[config.mk]
export PLATFORM = sky130hd
export DESIGN_NAME = sc_timer_ctrl
export DESIGN_NICKNAME = d
export VERILOG_FILES = /design/src/rtl/sc_timer_ctrl.sv
export SDC_FILE = /design/constraint.sdc
export NUM_CORES = 1
export LEC_CHECK = 0
export CAP_MARGIN = 15
export CORE_UTILIZATION = 40
export CTS_BUF_LIST = sky130_fd_sc_hd__clkbuf_4
export CTS_CLUSTER_SIZE = 40
export DETAILED_ROUTE_END_ITERATION = 8
export GPL_TIMING_DRIVEN = 1
export PLACE_DENSITY = 0.66
export SLEW_MARGIN = 20
export SYNTH_ARGS = -nofsm -noshare
export SYNTH_HDL_FRONTEND = slang
export SYNTH_SLANG_ARGS = --single-unit
[constraint.sdc]
create_clock -name SC_TIMER_CTRL_CLOCK_50 -period 1.8 [get_ports SC_TIMER_CTRL_CLOCK_50]
set_input_delay 0.18 -clock SC_TIMER_CTRL_CLOCK_50 [delete_from_list [all_inputs] [get_ports SC_TIMER_CTRL_CLOCK_50]]
set_output_delay 0.18 -clock SC_TIMER_CTRL_CLOCK_50 [all_outputs]
set_load 0.05 [all_outputs]
[src/rtl/sc_timer_ctrl.sv]
// sc_timer_ctrl: sequences N periods of an external prescaler counter, pulsing tick per period and done per run.
// Build macro SC_TIMER_CTRL_AUTORELOAD_EN: DONE reloads the period count latched at start and reruns.
module sc_timer_ctrl #(
  parameter int PERIODS_WIDTH = 8
) (
  input  logic                     SC_TIMER_CTRL_CLOCK_50,
  input  logic                     SC_TIMER_CTRL_RESET_InLow,
  input  logic                     SC_TIMER_CTRL_start_InLow,
  input  logic                     SC_TIMER_CTRL_abort_InLow,
  input  logic [PERIODS_WIDTH-1:0] SC_TIMER_CTRL_periods_InBUS,
  input  logic                     SC_TIMER_CTRL_eoc_InLow,
  output logic                     SC_TIMER_CTRL_count_OutLow,
  output logic                     SC_TIMER_CTRL_tick_OutHigh,
  output logic                     SC_TIMER_CTRL_busy_OutHigh,
  output logic                     SC_TIMER_CTRL_done_OutHigh
);
  localparam logic [1:0] IDLE = 2'd0;
  localparam logic [1:0] RUN  = 2'd1;
  localparam logic [1:0] WRAP = 2'd2;
  localparam logic [1:0] DONE = 2'd3;
  localparam logic [PERIODS_WIDTH-1:0] ONE = PERIODS_WIDTH'(1);
  logic [1:0] state_q, state_d;
  logic [PERIODS_WIDTH-1:0] rem_q, rem_d;
`ifdef SC_TIMER_CTRL_AUTORELOAD_EN
  logic [PERIODS_WIDTH-1:0] per_q, per_d;
`endif
  always_comb begin
    state_d = state_q;
    rem_d   = rem_q;
`ifdef SC_TIMER_CTRL_AUTORELOAD_EN
    per_d   = per_q;
`endif
    if (!SC_TIMER_CTRL_abort_InLow) state_d = IDLE;
    else begin
      case (state_q)
        IDLE: if (!SC_TIMER_CTRL_start_InLow) begin
          rem_d   = SC_TIMER_CTRL_periods_InBUS;
`ifdef SC_TIMER_CTRL_AUTORELOAD_EN
          per_d   = SC_TIMER_CTRL_periods_InBUS;
`endif
          state_d = (SC_TIMER_CTRL_periods_InBUS == '0) ? DONE : RUN;
        end
        RUN: state_d = SC_TIMER_CTRL_eoc_InLow ? RUN : WRAP;
        // saturating decrement keeps the remaining count from wrapping below zero
        WRAP: begin
          rem_d   = (rem_q != '0) ? rem_q - ONE : '0;
          state_d = (rem_q <= ONE) ? DONE : RUN;
        end
`ifdef SC_TIMER_CTRL_AUTORELOAD_EN
        DONE: begin
          rem_d   = per_q;
          state_d = (per_q == '0) ? IDLE : RUN;
        end
`else
        DONE: state_d = IDLE;
`endif
        default: state_d = IDLE;
      endcase
    end
  end
  always_ff @(posedge SC_TIMER_CTRL_CLOCK_50) begin
    if (!SC_TIMER_CTRL_RESET_InLow) begin
      state_q <= IDLE;
      rem_q   <= '0;
`ifdef SC_TIMER_CTRL_AUTORELOAD_EN
      per_q   <= '0;
`endif
    end else begin
      state_q <= state_d;
      rem_q   <= rem_d;
`ifdef SC_TIMER_CTRL_AUTORELOAD_EN
      per_q   <= per_d;
`endif
    end
  end
  assign SC_TIMER_CTRL_count_OutLow = (state_q != RUN);
  assign SC_TIMER_CTRL_tick_OutHigh = (state_q == WRAP);
  assign SC_TIMER_CTRL_busy_OutHigh = (state_q == RUN) || (state_q == WRAP);
  assign SC_TIMER_CTRL_done_OutHigh = (state_q == DONE);
endmodule

== Word-level counts from Yosys, hierarchy flattened ==
Index checks and enable logic that the tools add are counted.

* Register bits: 10
* Bits in latches: 0
* RAM bits: 0
* ROM bits: 0
* Input port bits: 13
* Output and inout port bits: 4
* Word-level logic and storage cells: 24
* Memories: 0

* Add/subtract/negate cells: 1
* Multiply operators: 0
* Div/mod/pow operators: 0
* $lt $le $gt $ge: 1
* Equality and inequality tests: 5
* Shifts and indexed selects: 0
* Muxes and demuxes: 8
* Bitwise operators: 0
* Reduce and logical (&&, ||, !) cells: 7

{| class="wikitable"
|+ Operators with widths
! cell !! number
|-
| $mux 8 || 2
|-
| $pmux 8 s2 || 1
|-
| $le 8x1->1 const B || 1
|-
| $logic_not 8->1 || 1
|-
| $mux 2 || 4
|-
| $pmux 2 s4 || 1
|-
| $reduce_bool 8->1 || 1
|-
| $sub 8x1->8 const B || 1
|-
| $eq 2x2->1 const B || 2
|-
| $reduce_and 3->1 || 1
|-
| $eq 2x1->1 const B || 1
|-
| $logic_not 2->1 || 1
|-
| $ne 2x1->1 const B || 1
|-
| $ne 2x2->1 const B || 1
|-
| $reduce_and 2->1 || 1
|-
| $reduce_bool 2->1 || 1
|-
| $logic_or 1x1->1 || 1
|}

== Depth between registers and ports, before layout ==
Gate-level depths: netlist of run 1.

* Depth after elaboration: 4
* Gate-level depth with buffers: 8
* Depth with buffers taken out: 6

== Worst setup path before layout of run 1 ==
OpenSTA, ideal clock, no wires.

* Path kind: register -> register
* Start: reg state_q[0]
* End: reg rem_q[6]
* Setup time: 0.082 ns
* Arrival: 1.758 ns
* Required time: 1.718 ns
* Path slack: -0.041 ns
* Cell stages (with the launch flop): 7
* Buffers on the path: 0
* Clock period less this slack: 1.841 ns
* Cells stage by stage: dfxtp_1 > inv_1 > ha_1 > inv_1 > a21oi_2 > a32oi_1 > o221ai_1

* Longest elaborated chain between the ends: 3
* Elaborated cells between the ends (all ways): 6
* Classes of those cells: 2 x eq/ne; 1 x mux; 3 x reduce/logical

{| class="wikitable"
|+ RTL lines
! item !! RTL line !! source
|-
| start: declaration || 22 || <nowiki>logic [1:0] state_q, state_d;</nowiki>
|-
| start signal: assignment || 69 || <nowiki>state_q <= state_d;</nowiki>
|-
| $eq 2x2->1 * || - ||
|-
| net SC_TIMER_CTRL_tick_OutHigh || 13 || <nowiki>output logic SC_TIMER_CTRL_tick_OutHigh,</nowiki>
|-
| $reduce_bool 2->1 (no source line) || - ||
|-
| $reduce_and 3->1 (no source line) || - ||
|-
| end signal: assignment || 70 || <nowiki>rem_q <= rem_d;</nowiki>
|-
| end: declaration || 23 || <nowiki>logic [PERIODS_WIDTH-1:0] rem_q, rem_d;</nowiki>
|}

Mark *: on every way through the listed nets, which the timed path passes. The rest lies on a longest branch.
A chain may end at the register's enable or synchronous reset.

== Worst setup path after layout of run 1 ==
* Start: reg state_q[0]
* End: reg rem_q[2]

* Longest elaborated chain between the ends: 3
* Elaborated cells between the ends (all ways): 6
* Classes of those cells: 2 x eq/ne; 1 x mux; 3 x reduce/logical

{| class="wikitable"
|+ RTL lines
! item !! RTL line !! source
|-
| $eq 2x2->1 or $logic_not 2->1 (tied branches) || 35 || <nowiki>case (state_q)</nowiki>
|-
| $reduce_bool 2->1 (no source line) or $ne 2x2->1 (tied branches) || - ||
|-
| $reduce_and 3->1 (no source line) || - ||
|}

Parallel ways exist; a longest one is shown, timed or not.

==> metrics.md, run 1 <==
| Metric | Value |
|---|---|
| GR peak layer | met2 |
| Top_reg_cell synth | dfxtp_1 |
| Rows | 15 |
| CP max FO | 8 |
| Sink Count | 10 |
| Setup repair after global routing missed its margin | false |
| Clock skew | 3.50 ps |
| List of most frequent post-synthesis cells | dfxtp_1, inv_1, nand2_1 |
| CP Capture Type | flip-flop |
| Pwr/cell area | 652 nW/um^2 |
| Vias | 776 |
| Largest net degree at the start of global routing | 12 |
| Die ar. | 2080 sq um |
| Max incr delay on CP | 410 ps |
| Met2 GRT Util | 29.1% |
| Async set or reset register ratio after synthesis | 0% |
| Final setup TNS | 0 ps |
| Detailed-router iteration count before antenna repair | 5 |
| Finish-stage setup viols | 0 |
| Core Region | 1750 sq um |
| Startpoint Class | flip-flop |
| Initial antenna violation count | 0 |
| Largest area contributor in the netlist | dfxtp_1 |
| Syn avg cell area | 8.17 sq um |
| Root Buffer | clkbuf_4 |
| Average wire per standard cell | 13.6 um |
| Clock-pin slew on the worst setup and hold paths | 60 ps |
| Max Freq | 596 MHz |
| Post-cts repair resize count | 0 |
| Grt met3 use | 4.76% |
| Most numerous cell on the critical path | inv_1 |
| Worst path required time | 1960 ps |
| Cells along the critical path | inv_1 > ha_2 > inv_1 > a21oi_4 > a32o_1 > a32o_2 |
| Later-pin clock latency in the skew report | 260 ps |
| Hold Startpoint | SC_TIMER_CTRL_abort_InLow |
| Via density | 5.66 |
| Routability cong. | 0.845 |
| Slew Viols, Final | 0 |
| Io pins | 17 |
| Antenna Cells | 0 |
| Synth area leaders | dfxtp_1, ha_1, a32o_1, inv_1, nand2_1 |
| Netlist Area Pre-Place | 759 sq um |
| Vias in the first global route | 661 |
| DRT Wirelength | 1.86 mm |
| FILL cells | 170 |
| Flops & latches, synth | 10 |
| Syn_nets | 113 |
| Top-count cell post-synth | dfxtp_1 |
| Post-Syn Instances | 93 |
| Reg2Reg Setup Slack | 120 ps |
| Maximum VDD drop | 478 uV |
| Reg2reg end | rem_q[2] |
| Share of layout cells above drive strength 1 | 16.1% |
| Syn-to-layout area delta | 32.9% |
| Netlist cell types | 34 |
| Yosys warning count | 0 |
| Post-place setup slack | 88.2 ps |
| Starting DRT DRC Count | 22 |
| Leakage power | 0.000399 uW |
| Clock Tree Buf Depth | 2 |
| Post-CTS Setup Bufs | 0 |
| Critical Path Slowest Stage Cell | dfxtp_1 |
| Post-DP HPWL | 1.36 mm |
| Num CTS Buffers | 3 |
| Worst hold-check path type | in2reg |
| Die X | 45.6 um |
| Seq/Total Area, Yosys | 26.4% |
| Die Span Y | 45.6 um |
| R2r startpoint | state_q[0] |
| Initial Util | 43.5% |
| Nets@finish | 134 |
| GRT met1 Usage | 27.8% |
| DRC Markers | 0 |
| FF-to-FF path depth | 6 |
| Final min period | 1680 ps |
| Crit. Startpoint | state_q[0] |
| Total GRT Usage | 19.6% |
| Setup WS post-layout | 122 ps |
| Hold buffers post-CTS | 0 |
| Relative slew slack | 65.0% |
| Fin crit share | 93.2% |
| DRT antenna net count | 0 |
| Total congestion overflow | 0 |
| TritonCTS clock tree | built |
| CP arrival | 1840 ps |
| Outcome | completed |
| Setup Crit Path Kind | reg2reg |
| First-pass GRT wire length | 2.88 mm |
| Hold Violations, Final | 0 |
| I/O Buffers | 16 |
| Yosys top cell area share | 26.4% |
| CTS H-tree depth | 1 |
| Number of synthesized flops with an enable pin | 0 |
| Worst slew pin tran | 521 ps |
| CP endpoint | rem_q[2] |
| Max Cap Viol | 0 |
[metal layers]
layer  part of all wire, %  wire, um
met1                    46       857
met4                  0.70        13
met2                    46       849
met3                   7.5       139
met5                     0         0
[worst min path at each step]
stage	endpoint	slack [ps]	depth (start not counted)
floorplan	state_q[0]	320	2
global placement	state_q[0]	530	1
detailed placement	state_q[0]	550	1
CTS	state_q[0]	520	3
global route	state_q[0]	530	3
finish	state_q[0]	520	3
[where the power goes]
| part | switching [uW] | internal (uW) | leakage [uW] |
|---|---|---|---|
| logic | 125 | 113 | 0.000303 |
| registers | 25.9 | 238 | 0.0000820 |
| clock network | 78.8 | 77.3 | 0.0000138 |
| total | 230 | 429 | 0.000399 |
[stage by stage]
| step | cells | util (%) | hold slack, ps | cell area (sq um) | total power, uW |
|---|---|---|---|---|---|
| 2_1_floorplan | 93 | - | 325 | 762 | 412 |
| 3_3_place_gp | 134 | 56.1 | 531 | 978 | 496 |
| 3_5_place_dp | 134 | 56.1 | 552 | 978 | 498 |
| 4_1_cts | 137 | 57.3 | 518 | 1000 | 657 |
| 5_1_grt | 137 | 57.8 | 529 | 1010 | 693 |
| 6_report | 137 | 57.8 | 521 | 1010 | 658 |
[final cells by class]
| type | instances | area, sq um | area share (%) |
|---|---|---|---|
| tap | 25 | 31.3 | 3.10 |
| inverter | 9 | 33.8 | 3.35 |
| sequential | 10 | 200 | 19.8 |
| multi-input combinational | 71 | 524 | 51.9 |
| clock buffer | 3 | 22.5 | 2.23 |
| timing repair buffer | 19 | 198 | 19.6 |
[cell usage in the layout (no fill, tap or decap), drive strengths merged, types with 5 or more instances in the layout]
cell type,synthesis,final
nand2,9,9
nor3,5,5
buf,1,7
o21ai,7,7
clkdlybuf4s50,0,12
a21oi,7,7
a32o,5,5
nor2,6,6
inv,9,9
ha,7,7
dfxtp,10,10
[sequential cells by signal, indices dropped and copies added (netlist names)]
register,count
state_q,2
rem_q,8
[critical path: cells and delay by family (launching register included)]
kind	cells	cell delay [ps]
AOI/OAI and AO/OA	3	590
DFF	1	410
buffers and inverters	2	340
adders and majority gates	1	250
[kinds of logic after synthesis]
family          count (synthesis)  synth area share, %
simple gates                   30                 23.4
buf+inv                        12                 6.09
fa+ha+maj                       7                 11.5
flops                          10                 26.4
compound gates                 34                 32.6
(Power assumes the default switching activity.)
==> run 2, diff against run 1 <==
--- a/config.mk
+++ b/config.mk
@@ -10,8 +10,9 @@
 export CTS_BUF_LIST = sky130_fd_sc_hd__clkbuf_4
 export CTS_CLUSTER_SIZE = 40
 export DETAILED_ROUTE_END_ITERATION = 8
+export DONT_BUFFER_PORTS = 1
 export GPL_TIMING_DRIVEN = 1
-export PLACE_DENSITY = 0.66
+export MAX_ROUTING_LAYER = met4
 export SLEW_MARGIN = 20
 export SYNTH_ARGS = -nofsm -noshare
 export SYNTH_HDL_FRONTEND = slang
==> run 2 against run 1 <==
  * Clock power is essentially flat
  * Fmax grew 0.55%
  * Non-clock buffer count shrank 10
  * Sequential share of layout area grew 3.1 points
  * First-iteration DRC count grew 4.5%
  * Via count shrank 3.4%
  * Power shrank 5.4%
  * Die area is the same
  * Hold slack lost 480 ps
  * Flip-flop and latch count is the same
  * Critical endpoint is now rem_q[6]
==> metrics.md, run 2 (synthesis gave the netlist of run 1 again) <==
| Metric | Value |
|---|---|
| Outcome | completed |
| CP max FO | 8 (unchanged) |
| First-pass GRT wire length | 3.17 mm (+10%) |
| Post-route cell area | 872 sq um (-14%) |
| Sink Count | 10 (unchanged) |
| Core Region | 1750 sq um (unchanged) |
| CP Capture Type | flip-flop |
| Final setup TNS | 0 ps (unchanged) |
| Fin crit share | 92.7% (-0.51 points) |
| I/O Buffers | 0 (-16) |
| Detailed-router iteration count before antenna repair | 4 (-1) |
| Pwr/cell area | 714 nW/um^2 (+9.6%) |
| Root Buffer | clkbuf_4 |
| Vias | 750 (-3.4%) |
| Average wire per standard cell | 15.2 um (+12%) |
| Max Cap Viol | 0 (unchanged) |
| Worst hold-check path type | in2reg |
| Rows | 15 (unchanged) |
| Largest Register | rem_q |
| Routability cong. | 0.850 (+0.57%) |
| Via density | 5.91 (+4.3%) |
| Leakage power | 0.000351 uW (-12%) |
| Die Span Y | 45.6 um (unchanged) |
| Setup WS post-layout | 132 ps (+9.17 ps) |
| Vias in the first global route | 727 (+10%) |
| Antenna Cells | 0 (unchanged) |
| Nets@finish | 124 (-7.5%) |
| Post-CTS Setup Bufs | 0 (unchanged) |
| Initial Util | 43.5% (unchanged) |
| Non-Filler Instances | 127 (-7.3%) |
| Finish-stage setup viols | 0 (unchanged) |
| Later-pin clock latency in the skew report | 270 ps (about the same) |
| Die ar. | 2080 sq um (unchanged) |
| DP Area | 848 sq um (-13%) |
| Most frequent cells in the layout | dfxtp_1, inv_1, nand2_1, buf_4 |
| Relative slew slack | 67.7% (+2.7 points) |
| Maximum VDD drop | 411 uV (-14%) |
| CTS H-tree depth | 1 (unchanged) |
| Initial antenna violation count | 0 (unchanged) |
| Syn-to-layout area delta | 14.8% |
| Dpl cells | 124 (-7.5%) |
| Fin util | 50.0% (-7.9 points) |
| Worst slew pin tran | 486 ps (-34.6 ps) |
| Max Freq | 599 MHz (+0.55%) |
| Post-DP HPWL | 1.48 mm (+8.6%) |
| Worst path required time | 1980 ps (+20 ps) |
| Num CTS Buffers | 3 (unchanged) |
| Total GRT Usage | 22.1% (+2.5 points) |
| CP arrival | 1850 ps (about the same) |
| Share of layout cells above drive strength 1 | 19.6% (+3.5 points) |
| Startpoint Class | flip-flop |
| Regs by FF count | rem_q x8, state_q x2 |
| Starting DRT DRC Count | 23 (+4.5%) |
| DRT antenna net count | 0 (unchanged) |
| Setup repair after global routing missed its margin | false |
| Max FFs per register | 8 (unchanged) |
| DRT Wirelength | 1.93 mm (+3.6%) |
| Slew Viols, Final | 0 (unchanged) |
| Largest net degree at the start of global routing | 12 (unchanged) |
| TritonCTS clock tree | built |
| Setup Crit Path Kind | reg2reg |
| Hold Violations, Final | 0 (unchanged) |
| Die X | 45.6 um (unchanged) |
| Io pins | 17 (unchanged) |
| Clock Tree Buf Depth | 2 (unchanged) |
| DRC Markers | 0 (unchanged) |
| Clock-pin slew on the worst setup and hold paths | 70 ps (about the same) |
| Post-place setup slack | 131 ps (+43.2 ps) |
| Total congestion overflow | 0 (unchanged) |
| Final min period | 1670 ps (-9.17 ps) |
| Clock skew | 11.2 ps (+7.66 ps) |
| Leading cell type in the layout, fill and taps excluded | dfxtp_1 |
run 2: metal layers:
layer  GRT usage [%]  vias to the layer above  wire length, um
met5               -                        -                0
met4            10.3                        0               39
met3            5.95                        6              136
met2            35.1                       24              918
met1            25.6                      354              831
li1                -                      366                -
run 2: worst max-delay path, stage by stage, from the launching register on:
cell and delay (ps):
dfxtp_1 410, ha_2 320, inv_1 170, a21oi_2 330
a32oi_1 160, o221ai_1 200
run 2: what timing repair did:
action,4_1_cts,5_1_grt
resized for setup,0,1
setup endpoints to repair,0,5
hold buffers,0,0
run 2: through the flow:
step	hold WS (ps)	power (uW)
floorplan	325	412
global placement	320	466
detailed placement	326	470
CTS	37.6	627
global route	28.7	663
finish	37.1	623
run 2: report_power, final:
group | internal [uW] | leakage, uW | switching, uW
Clock | 77.2 | 0.0000138 | 78.5
Sequential | 238 | 0.0000820 | 21.6
Combinational | 92.3 | 0.000256 | 115
Total | 408 | 0.000351 | 215
run 2: final timing paths:
kind / startpoint / slack [ps] / cells past startpoint / endpoint
min: SC_TIMER_CTRL_RESET_InLow / 40 / 1 / rem_q[1]
max: state_q[1] / 130 / 5 / rem_q[6]
max reg2reg: state_q[1] / 130 / 5 / rem_q[6]
min reg2reg: state_q[0] / 550 / 2 / state_q[0]
run 2: final cells by class:
class / instances / area, sq um
multi-input combinational: 71 / 517
tap: 25 / 31.3
sequential: 10 / 200
fill: 177 / 873
timing repair buffer: 9 / 67.6
clock buffer: 3 / 22.5
inverter: 9 / 33.8
==> run 3, diff against run 2 <==
--- a/config.mk
+++ b/config.mk
@@ -13,6 +13,7 @@
 export DONT_BUFFER_PORTS = 1
 export GPL_TIMING_DRIVEN = 1
 export MAX_ROUTING_LAYER = met4
+export RECOVER_POWER = 25
 export SLEW_MARGIN = 20
 export SYNTH_ARGS = -nofsm -noshare
 export SYNTH_HDL_FRONTEND = slang
==> results of run 3 <==
Same layout as run 2: the final DEF is identical, and so are final timing and power.
